==> config.mk <==
export PLATFORM = sky130hd
export DESIGN_NAME = comp_dispatch
export DESIGN_NICKNAME = d
export VERILOG_FILES = /design/src/rtl/comp_dispatch.sv
export SDC_FILE = /design/constraint.sdc
export NUM_CORES = 1
export LEC_CHECK = 0
export CAP_MARGIN = 20
export CORE_AREA = 2 2 114 72
export CTS_CLUSTER_SIZE = 16
export DETAILED_ROUTE_END_ITERATION = 8
export DIE_AREA = 0 0 116 74
export HOLD_SLACK_MARGIN = 0.03
export PLACE_DENSITY = 0.65
export SYNTH_ARGS = -nofsm -noshare
export SYNTH_HDL_FRONTEND = slang
export SYNTH_SLANG_ARGS = --single-unit
==> constraint.sdc <==
create_clock -name CLK -period 2.95 [get_ports CLK]
set_clock_uncertainty 0.15 [all_clocks]
set_input_delay 0.295 -clock CLK [delete_from_list [all_inputs] [get_ports CLK]]
set_output_delay 0.295 -clock CLK [all_outputs]
set_load 0.01 [all_outputs]
==> src/rtl/comp_dispatch.sv <==
// comp_dispatch: round-robin dispatcher; write 1 cycle after accept, start 1 cycle later; at most 1 accept per 3 cycles.
// in_ready only while parked on a free thread; sticky err for bad done reports built only with COMP_DISPATCH_ERR_CHECK_EN.
`ifndef MSB
`define MSB(x) ($clog2((x)+1)-1)
`endif
`ifndef COMP_DATA1_MSB
`define COMP_DATA1_MSB 7
`endif
`ifndef COMP_DATA2_MSB
`define COMP_DATA2_MSB 15
`endif

module comp_dispatch #(
  parameter int N_THREADS     = 16,
  parameter int N_THREADS_MSB = `MSB(N_THREADS-1)
) (
  input  logic                     CLK,
  input  logic                     RST,
  input  logic [`COMP_DATA1_MSB:0] in_data1,
  input  logic [`COMP_DATA2_MSB:0] in_data2,
  input  logic                     in_valid,
  output logic                     in_ready,
  output logic                     wr_en,
  output logic [N_THREADS_MSB:0]   wr_thread_num,
  output logic [`COMP_DATA1_MSB:0] wr_data1,
  output logic [`COMP_DATA2_MSB:0] wr_data2,
  output logic                     start,
  output logic [N_THREADS_MSB:0]   start_thread_num,
  input  logic                     done_en,
  input  logic [N_THREADS_MSB:0]   done_thread_num,
  output logic [N_THREADS_MSB+1:0] busy_count,
  output logic                     idle,
  output logic                     err
);
  localparam int TW = N_THREADS_MSB + 1;
  localparam int CW = N_THREADS_MSB + 2;
  localparam int NB = 1 << TW;
  localparam logic [TW-1:0] LAST = TW'(N_THREADS - 1);

  typedef enum logic [1:0] {S_SCAN, S_ACCEPT, S_START} state_t;

  state_t                  r_state;
  state_t                  w_next_state;
  logic [TW-1:0]           r_ptr;
  logic [TW-1:0]           w_ptr_inc;
  // Padded to a power of two so any thread number indexes safely; bits >= N_THREADS stay 0.
  logic [NB-1:0]           r_busy;
  logic [NB-1:0]           w_set_mask;
  logic [NB-1:0]           w_clr_mask;
  logic [CW-1:0]           r_busy_count;
  logic                    w_in_ready;
  logic                    w_in_start;
  logic                    w_scan_adv;
  logic                    w_accept;
  logic                    w_clr;
  logic                    r_wr_en;
  logic [TW-1:0]           r_wr_thread_num;
  logic [`COMP_DATA1_MSB:0] r_wr_data1;
  logic [`COMP_DATA2_MSB:0] r_wr_data2;
  logic                    r_start;
  logic [TW-1:0]           r_start_thread_num;

  always_ff @(posedge CLK or posedge RST) begin
    if (RST) r_state <= S_SCAN;
    else     r_state <= w_next_state;
  end

  always_comb begin
    w_next_state = r_state;
    case (r_state)
      S_SCAN:   if (!r_busy[r_ptr]) w_next_state = S_ACCEPT;
      S_ACCEPT: if (in_valid) w_next_state = S_START;
      S_START:  w_next_state = S_SCAN;
      default:  w_next_state = S_SCAN;
    endcase
  end

  always_comb begin
    w_in_ready = 1'b0;
    w_in_start = 1'b0;
    w_scan_adv = 1'b0;
    case (r_state)
      S_SCAN:   w_scan_adv = r_busy[r_ptr];
      S_ACCEPT: w_in_ready = 1'b1;
      S_START:  w_in_start = 1'b1;
      default:  w_in_ready = 1'b0;
    endcase
  end

  assign w_accept  = w_in_ready & in_valid;
  assign w_ptr_inc = (r_ptr == LAST) ? '0 : r_ptr + 1'b1;
  // A release for a thread that is not busy (or out of range) is a no-op.
  assign w_clr      = done_en & (done_thread_num <= LAST) & r_busy[done_thread_num];
  assign w_set_mask = w_accept ? (NB'(1) << r_ptr) : '0;
  assign w_clr_mask = w_clr ? (NB'(1) << done_thread_num) : '0;

  always_ff @(posedge CLK or posedge RST) begin
    if (RST) begin
      r_ptr        <= '0;
      r_busy       <= '0;
      r_busy_count <= '0;
    end else begin
      if (w_scan_adv || w_in_start) r_ptr <= w_ptr_inc;
      r_busy <= (r_busy | w_set_mask) & ~w_clr_mask;
      case ({w_accept, w_clr})
        2'b10:   r_busy_count <= r_busy_count + CW'(1);
        2'b01:   r_busy_count <= r_busy_count - CW'(1);
        default: r_busy_count <= r_busy_count;
      endcase
    end
  end

  always_ff @(posedge CLK or posedge RST) begin
    if (RST) begin
      r_wr_en            <= 1'b0;
      r_wr_thread_num    <= '0;
      r_wr_data1         <= '0;
      r_wr_data2         <= '0;
      r_start            <= 1'b0;
      r_start_thread_num <= '0;
    end else begin
      r_wr_en <= w_accept;
      r_start <= w_in_start;
      if (w_accept) begin
        r_wr_thread_num <= r_ptr;
        r_wr_data1      <= in_data1;
        r_wr_data2      <= in_data2;
      end
      if (w_in_start) r_start_thread_num <= r_ptr;
    end
  end

`ifdef COMP_DISPATCH_ERR_CHECK_EN
  logic r_err;
  always_ff @(posedge CLK or posedge RST) begin
    if (RST) r_err <= 1'b0;
    else if (done_en && ((done_thread_num > LAST) || !r_busy[done_thread_num])) r_err <= 1'b1;
  end
  assign err = r_err;
`else
  assign err = 1'b0;
`endif

  assign in_ready         = w_in_ready;
  assign wr_en            = r_wr_en;
  assign wr_thread_num    = r_wr_thread_num;
  assign wr_data1         = r_wr_data1;
  assign wr_data2         = r_wr_data2;
  assign start            = r_start;
  assign start_thread_num = r_start_thread_num;
  assign busy_count       = r_busy_count;
  assign idle             = (r_busy_count == '0);

endmodule

Yosys cells after proc, flatten, opt, wreduce, memory -nomap -nowiden
Index checks and enable logic that the tools add are counted.
{ "word_totals": {"register_bits": 61, "in_bits": 32, "output_inout_bits": 42} }
{ "op_classes": {"addsub": 3, "order_cmp": 3, "n_eq_ne": 7, "n_shift": 2, "muxes": 14, "n_bitwise": 6, "n_reduce_logical": 5} }
{ "op_table": {"columns": ["operator", "n"], "rows": [
  ["$mux 16", 2],
  ["$shl 1x4->16 const A", 2],
  ["$and 16x16->16", 1],
  ["$not 16->16", 1],
  ["$or 16x16->16", 1],
  ["$lt 4x5->1 const B", 2],
  ["$pmux 5 s2", 1],
  ["$bmux 1 s4", 2],
  ["$add 5x1->5 const B", 1],
  ["$logic_not 5->1", 1],
  ["$mux 1", 5],
  ["$sub 5x1->5 const B", 1],
  ["$add 4x1->4 const B", 1],
  ["$eq 2x1->1 const B", 2],
  ["$eq 2x2->1 const B", 2],
  ["$eq 4x4->1 const B", 1],
  ["$le 4x4->1 const B", 1],
  ["$mux 2", 2],
  ["$mux 4", 1],
  ["$ne 2x2->1 const B", 2],
  ["$pmux 2 s2", 1],
  ["$and 1x1->1", 3],
  ["$logic_not 2->1", 1],
  ["$reduce_and 2->1", 1],
  ["2 further kinds", 2]
]} }

Logic depth before layout (Yosys ltp)
Gate-level depths: netlist of the first run.
{ "depth": {"word_depth": 6, "ltp_mapped": 14, "mapped_depth_nobuf": 12} }

Worst setup path before layout of the first run
Ideal clock, no wire load.
{ "synth_path": {"kind": "input port to flip-flop", "start": "input done_thread_num[0]", "end": "register r_busy_count[4], in the netlist busy_count[4]", "arrival_ns": 2.775, "required_ns": 2.721, "path_slack_ns": -0.054, "path_stages": 14, "n_path_buf": 2, "cell_sequence": "buf_2 -> mux4_2 -> and4bb_2 -> nor2_1 -> o21ai_0 -> ha_1 -> clkbuf_1 -> xor2_1 -> ha_1 -> nor2b_1 -> o21ai_0 -> a31oi_1 -> nor2_1 -> xor2_1"} }
{ "synth_between": {"elab_chain_len": 5, "elab_cells_between_ends": 9, "classes_between": "order compare (1); eq/ne (2); mux (3); bitwise (2); reduce/logical (1)"} }
{ "synth_lines": {"columns": ["item", "line", "source"], "rows": [
  ["from (decl)", "30", "input logic [N_THREADS_MSB:0] done_thread_num,"],
  ["$le 4x4->1 / $bmux 1 s4 (equally long branches)", "93", "assign w_clr = done_en & (done_thread_num <= LAST) & r_busy[done_thread_num];"],
  ["$and 1x1->1 / $mux 1 (equally long branches)", "93", null],
  ["$and 1x1->1 (*)", "93", null],
  ["$eq 2x1->1 / $eq 2x2->1 (equally long branches)", "105", "case ({w_accept, w_clr})"],
  ["$pmux 5 s2 / $reduce_bool 2->1 (equally long branches)", null, null],
  ["to (signal assigned)", "106", "2'b10: r_busy_count <= r_busy_count + CW'(1);"],
  ["to (signal assigned)", "107", "2'b01: r_busy_count <= r_busy_count - CW'(1);"],
  ["to (signal assigned)", "108", "default: r_busy_count <= r_busy_count;"],
  ["to (decl)", "50", "logic [CW-1:0] r_busy_count;"]
]} }
Every way passes the cells marked *; elsewhere a longest branch is shown, timed or not. The select of a mux whose other input is x is not followed.
A chain may end at the register's enable or synchronous reset.

Worst setup path in the final report of the first run
{ "layout_path": {"start": "register r_busy[3]", "end": "register r_busy_count[4], in the netlist busy_count[4]"} }
{ "layout_between": {"elab_chain_len": 5, "elab_cells_between_ends": 7, "classes_between": "eq/ne (2); mux (3); bitwise (1); reduce/logical (1)"} }
{ "layout_lines": {"columns": ["item", "line", "source"], "rows": [
  ["from (decl)", "47", "logic [NB-1:0] r_busy;"],
  ["from (signal assigned)", "104", "r_busy <= (r_busy | w_set_mask) & ~w_clr_mask;"],
  ["$bmux 1 s4 (*)", "93", null],
  ["$mux 1 (implied by the code) (*)", "93", null],
  ["$and 1x1->1 (*)", "93", null],
  ["$eq 2x1->1 / $eq 2x2->1 (equally long branches)", "105", null],
  ["$pmux 5 s2 / $reduce_bool 2->1 (equally long branches)", null, null]
]} }
Marks and branches as above.

==> run summary, run 1 <==
The run finished with clean final reports. Setup repair after global routing left no endpoint under its margin. The minimum setup slack after placement was -0.464 ns; the number of vias per cell after detailed routing was 4.86. The first global-routing pass estimated 12100 um of wire.

The register area share after synthesis was 0.523. Sorting the synthesized cells by area gives the leading types as sky130_fd_sc_hd__dfrtp_1 (52%), sky130_fd_sc_hd__nand2_1 (11%), sky130_fd_sc_hd__a21oi_1 (5.3%). The DRC marker count from the first detailed-route iteration came out at 222. Initial antenna violation count: 0.

The floorplan step set the die width to 116 um. In this run the vertical extent of the chip is 74 um. The tools report the worst setup slack after layout as 0.159 ns. The clock slew at the register clock pins of the worst setup and hold paths is 0.05 ns.

TritonCTS built the clock tree. The mapped netlist covers 2920 sq um. Timing would allow up to 0.358 GHz.

Cell type with the largest total area after synthesis: sky130_fd_sc_hd__dfrtp_1. The number of top-level design ports was 74. The number of flops mapped to enable cells by yosys is 0.

After detailed placement, the total cell area comes to 3830 sq um. The clock period could shrink to 2.79 ns. The tools report the utilization after layout as 0.556.

Data required time at the worst endpoint: 3.01 ns. The endpoint identified for the worst register-to-register timing path is busy_count[4]$_DFFE_PP0P_. The run gives 0.16 ns as the register-to-register setup slack.

The detailed-router iteration count before antenna repair is 4. VDD sags by at most 438 uV. The tools report the max-slew headroom at the worst pin as 0.566. The number of placed instances with taps included came out at 478.

Total power for the finished layout comes to 4.92 mW. For the overflow left after global routing, the log shows 0. In this run the power density over the cells is 1170 nW/um^2. CTS H-tree depth: 3. The post-route cell area is 4210 sq um, and the setup TNS is 0 ns. The weighted congestion at the end of routability-driven global placement is 0.901, and the share of the clock period used by the worst path is 0.946. The logs give 0 for the DRC violation count after routing and 1.98 nW for the leakage power figure. Entering global routing, the biggest net connects 38 pins. The most used flip-flop cell after synthesis was sky130_fd_sc_hd__dfrtp_1. In this run the worst hold path is classified as input port to asynchronous set/reset pin.

The total area inside the core boundary comes to 7570 sq um. Share of synthesized flip-flops with an asynchronous set or reset: 1.00. The area growth from synthesis to layout is 44.3%.

The category of the worst setup path capture point is a flip-flop. The total of max-cap violations was 0; the number of max-slew violations in the final report was 0. In this run the core area contains 25 standard-cell rows. For the final hold violation count, the log shows 0.

For the final instance count without filler cells, the log shows 495. STA classifies the critical path startpoint as a flip-flop. Dividing the detail-routed wire length by the instance count gives 15.0 um.

Library cell with the highest instance count after synthesis: sky130_fd_sc_hd__nand2_1. Distinct cell type count after synthesis: 43. The fraction of post-synthesis cell area in the top cell type by area was 0.523; the total die area was 8580 sq um. By count the netlist is led by sky130_fd_sc_hd__nand2_1 (88), sky130_fd_sc_hd__dfrtp_1 (61), sky130_fd_sc_hd__a21oi_1 (31).

Total global routing track utilization: 0.191. The run gives 5400 um as the detailed placement HPWL. The data arrival time of the critical path was 2.85 ns; the remaining antenna violation count after routing was 0. For the pin with the worst max-slew slack, the measured transition is 0.650 ns. Counting every net in the synthesized netlist gives 337.

Setup violations remaining at the end of the flow were counted as 0. The setup path with the least slack is of type flip-flop to flip-flop. Cell at the root of the clock tree: sky130_fd_sc_hd__clkbuf_16. The net count of the finished layout is 424. The number of warnings issued by yosys is 0. The startpoint identified for the worst register-to-register timing path is r_busy[3]$_DFF_PP0_. For the number of global-route vias before repair, the log shows 2298. The worst-skew pair later-pin latency was 0.33 ns; the number of standard cells after synthesis was 295. The quantity of I/O buffers inserted on ports is 72, and the initial core utilization is 0.385. The number of hold buffers added after CTS was 0.

The clock sink count was 61; the fraction of layout cells with a size suffix above 1 was 0.137. The number of inserted diodes was 0. The highest fanout seen on the critical path was 3. After synthesis the netlist holds a flip-flop and latch count of 61.

The average size of a mapped cell was 9.89 sq um; the number of buffers added by the clock tree synthesis step was 9. In this run the deepest clock path goes through 2 buffers. The tools report the hold slack as 0.140 ns. The logs give 2406 for the total via count in the routed design and 7440 um for the total wire length after detailed routing. The number of cells on the worst reg-to-reg path is 12.
-- worst max-delay path, stage by stage (launching register included) --
cell and delay (ns):
sky130_fd_sc_hd__dfrtp_1 0.41, sky130_fd_sc_hd__mux4_2 0.47, sky130_fd_sc_hd__and4bb_2 0.25, sky130_fd_sc_hd__nor2_1 0.09
sky130_fd_sc_hd__o21ai_1 0.12, sky130_fd_sc_hd__ha_2 0.24, sky130_fd_sc_hd__xor2_1 0.16, sky130_fd_sc_hd__ha_2 0.22
sky130_fd_sc_hd__nor2b_1 0.13, sky130_fd_sc_hd__o21ai_0 0.09, sky130_fd_sc_hd__a31oi_1 0.16, sky130_fd_sc_hd__nor2_1 0.06
sky130_fd_sc_hd__xor2_1 0.13
-- cells by family (layout without fill, tap and decap cells) --
| group | Yosys count | after routing | share of synthesized area |
|---|---|---|---|
| AO/OA/AOI/OAI | 61 | 61 | 0.121 |
| XOR/XNOR | 6 | 6 | 0.0180 |
| adder cells (fa/ha/maj) | 10 | 10 | 0.0429 |
| buffers and inverters | 23 | 115 | 0.0356 |
| flip-flops | 61 | 61 | 0.523 |
| multiplexers | 17 | 17 | 0.0875 |
| other | 1 | 1 | 0.00129 |
| AND/OR/NAND/NOR | 116 | 116 | 0.171 |
-- power by group --
part	total, mW	leakage [nW]	internal (mW)	switching [mW]
combinational	2.07	1.05	1.12	0.946
clock	1.24	0.172	0.871	0.373
sequential	1.61	0.759	1.23	0.377
-- worst max path at each step --
stage                                    from                        end  slack, ns  cells after the start
after detailed placement   done_thread_num[0]  busy_count[4]$_DFFE_PP0P_      -0.46                     13
after global placement     done_thread_num[0]  busy_count[4]$_DFFE_PP0P_      -0.37                     13
final                     r_busy[3]$_DFF_PP0_  busy_count[4]$_DFFE_PP0P_       0.16                     12
after floorplan            done_thread_num[0]  busy_count[4]$_DFFE_PP0P_      0.002                     14
after global routing      r_busy[3]$_DFF_PP0_  busy_count[4]$_DFFE_PP0P_     0.0008                     12
after CTS                 r_busy[3]$_DFF_PP0_  busy_count[4]$_DFFE_PP0P_       0.14                     12
-- repair_timing --
item / CTS / global route
endpoints found under the setup margin: 2 / 1
resized for setup: 4 / 1
pin swaps: 0 / 1
buffers inserted: 0 / 1
-- placed cells by master (no fill, tap or decap), types with 4 or more instances in the layout --
cell / count
sky130_fd_sc_hd__nand2_1: 88
sky130_fd_sc_hd__clkdlybuf4s50_1: 71
sky130_fd_sc_hd__dfrtp_1: 61
sky130_fd_sc_hd__a21oi_1: 31
sky130_fd_sc_hd__buf_4: 18
sky130_fd_sc_hd__nor2_1: 10
sky130_fd_sc_hd__o21ai_0: 9
sky130_fd_sc_hd__a31oi_1: 9
sky130_fd_sc_hd__clkbuf_16: 9
sky130_fd_sc_hd__ha_1: 8
sky130_fd_sc_hd__inv_1: 6
sky130_fd_sc_hd__mux2i_1: 6
sky130_fd_sc_hd__xor2_1: 5
sky130_fd_sc_hd__nor2b_1: 4
sky130_fd_sc_hd__mux4_2: 4
-- metal layers --
metal  GRT usage  routed length (um)  vias to the layer above
li1            -                   -                     1173
met1       0.277                3630                     1125
met2       0.253                2920                      105
met3      0.0905                 831                        3
met4      0.0542                  49                        0
met5           0                   0                        -
-- final cells by class --
class / instances / area (sq um)
Multi-Input combinational cell: 211 / 1290
Clock inverter: 5 / 106
Tap cell: 108 / 135
Inverter: 8 / 30.0
Sequential cell: 61 / 1530
Fill cell: 680 / 3360
Clock buffer: 11 / 253
Timing Repair Buffer: 91 / 866
-- state kept, by name, summed over array words and instances (netlist names) --
register and flops:
start_thread_num 4, wr_en 1, start 1, busy_count 5
r_state 2, wr_data2 16, wr_data1 8, r_busy 16
wr_thread_num 4, r_ptr 4
Note: power is estimated with default switching activity, not from simulation.
==> inputs of run 2 (changes only) <==
DONT_BUFFER_PORTS = 1   (was not set)
PLACE_DENSITY = 0.5   (was 0.65)
clock period = 3.1 ns   (was 2.95 ns; I/O delays follow)
==> run 2 against run 1 <==
Net effect: first-iteration DRC count fell by 34%; die area did not move; core utilization fell by 7.1 points; clock power decreased by 12%; cell count is 11% lower; wire length shrank 1.6%; largest power group is now registers.
==> run summary, run 2 (synthesis results as in run 1) <==
The run finished with clean final reports. The number of antenna diodes in the final layout is 0. The library cells used most frequently in the layout, excluding fill and tap cells, are sky130_fd_sc_hd__nand2_1 (88), sky130_fd_sc_hd__dfrtp_1 (61), sky130_fd_sc_hd__a21oi_1 (31). The tools report the number of max-slew violations in the final report as 0. The tools report the total wire length after detailed routing as 7310 um. Summed over all cells, the static leakage comes to 1.76 nW. The number of nets at the end of the flow is 370, and the total of max-cap violations is 0. The overflow left after global routing came out at 0. Worst min-delay path class: input port to flip-flop. The die covers 8580 sq um. The number of clock buffers added by TritonCTS is 9. For the worst setup path, the data required time is 3.20 ns.

The logs give 38 for the pin count of the biggest net entering global routing and 147 for the DRC marker count from the first detailed-route iteration. The layer with the highest usage after global routing is met1. CTS placed an instance of sky130_fd_sc_hd__clkbuf_16 at the clock tree root.

The routed wire length per instance is 16.6 um. The critical setup path kind was flip-flop to flip-flop. The fraction of layout cells with a size suffix above 1 came out at 0.123. The max-slew headroom at the worst pin is 0.602, and the total via count in the routed design is 2249. Leaving out fill and tap cells, the most frequent cell in the layout is sky130_fd_sc_hd__nand2_1. The maximum ir drop on the vdd rail is 388 uV, and the quantity of I/O buffers inserted on ports is 0. The run gives 0 as the final hold violation count. The met1 track demand over resource came out at 0.272.

Total global routing track utilization: 0.187. The biggest cell delay along the critical path works out to 0.48 ns. The remaining antenna violation count after routing is 0. The clock period minus final worst setup slack was 2.88 ns.

The master of the slowest instance on the critical path was sky130_fd_sc_hd__mux4_2. Relative to the synthesized area, the layout overhead comes to 25.9%. Pin placement for this block handled 74 I/O pins.

No sink is reached through more buffers than the 2 on the longest clock path. The tools report the worst-skew pair later-pin latency as 0.32 ns. The share of the clock period used by the worst path is 0.930. At the worst endpoint, the arrival time is 2.98 ns.

Peak clock frequency supported by timing: 0.347 GHz. The critical path goes through mux4_2, and4bb_2, nor2_1, o21ai_0, ha_2, xor2_1, ha_2, nor2b_1, o21ai_0, a31oi_1, nor2_1, xor2_1. The tools report the initial antenna violation count as 0. The run gives 7570 sq um as the area of the core region. Timing analysis after detailed placement gives a worst setup slack of 0.0902 ns. The logs give 2235 for the number of global-route vias before repair and 0.0915 ns for the hold slack. The initial core utilization is 0.385, and the transition time at the pin with the least slew margin is 0.597 ns.

The met3 track demand over resource came out at 0.0652. The first global-routing pass estimated 12000 um of wire. The first TritonRoute pass finished after 4 iterations. For the worst setup slack after layout, the log shows 0.216 ns. The run gives 61 as the clock sink count. TritonCTS built the clock tree. Floorplan die height: 74 um. The worst setup path is captured at a flip-flop. The met2 track demand over resource was 0.264; the width of the chip was 116 um.

In this run the worst path has a maximum fanout of 6. The clock slew at the register clock pins of the worst setup and hold paths is 0.05 ns, and the total of fill cells in the finished design is 697. Startpoint type of the worst setup path: a flip-flop.

At the end of routability-driven placement, the weighted congestion stood at 0.952. The count of standard-cell rows is 25, and the number of vias per cell after detailed routing is 5.10. The cell area power density was 1110 nW/um^2; the setup TNS was 0 ns. The CTS H-tree depth came out at 3. The wire-length estimate of the detail-placed layout is 4860 um. In the routed design, unresolved DRC markers number 0.

For the count of endpoints failing setup in the final report, the log shows 0.
run 2: path summary, 6_finish.rpt:
kind	start	end	slack [ns]	depth (start not counted)
min reg2reg	wr_data1[4]$_DFFE_PP0P_	wr_data1[4]$_DFFE_PP0P_	0.39	2
max	r_busy[3]$_DFF_PP0_	busy_count[4]$_DFFE_PP0P_	0.22	12
max in group asynchronous	RST	r_busy[9]$_DFF_PP0_	1.91	3
max reg2reg	r_busy[3]$_DFF_PP0_	busy_count[4]$_DFFE_PP0P_	0.22	12
min	done_thread_num[0]	r_busy[14]$_DFF_PP0_	0.09	2
min in group asynchronous	RST	busy_count[3]$_DFFE_PP0P_	0.34	2
run 2: stage by stage:
stage	power (mW)	std cells	util	instance area, sq um
2_1_floorplan	2.56	295	-	2920
3_3_place_gp	2.91	392	0.397	3010
3_5_place_dp	2.92	393	0.400	3030
4_1_cts	4.07	437	0.480	3640
5_1_grt	4.38	441	0.485	3670
6_report	4.07	441	0.485	3670
run 2: layout make-up:
cell class	count	area (sq um)	area share
flip-flops and latches	61	1530	0.416
inverters	8	30.0	0.00818
well taps	108	135	0.0368
repair buffers	37	360	0.0982
clock buffers	13	260	0.0709
multi-input cells	211	1290	0.352
clock inverters	3	67.6	0.0184
run 2: layer usage:
metal	part of all wire	routed length, um
met1	0.49	3570
met2	0.41	3010
met3	0.090	655
met4	0.010	74
met5	0	0
run 2: power by group:
part / switching (mW) / total (mW) / leakage, nW / internal, mW
Clock: 0.345 / 1.09 / 0.156 / 0.748
Combinational: 0.662 / 1.28 / 0.843 / 0.614
Sequential: 0.522 / 1.70 / 0.759 / 1.17
Total: 1.53 / 4.07 / 1.76 / 2.54
run 2: timing repair:
| action | CTS | global route |
|---|---|---|
| gates resized for setup | 0 | 2 |
| hold buffers | 28 | 0 |
| setup endpoints to repair | 0 | 2 |
| hold endpoints to repair | 51 | 0 |
| buffers inserted | 0 | 4 |
run 2: critical path: cells and delay by family, from the launching register on:
| family | cells | cell delay [ns] |
|---|---|---|
| mux | 1 | 0.48 |
| simple gates | 4 | 0.61 |
| xor+xnor | 2 | 0.29 |
| fa+ha+maj | 2 | 0.47 |
| flops | 1 | 0.40 |
| compound gates | 3 | 0.41 |
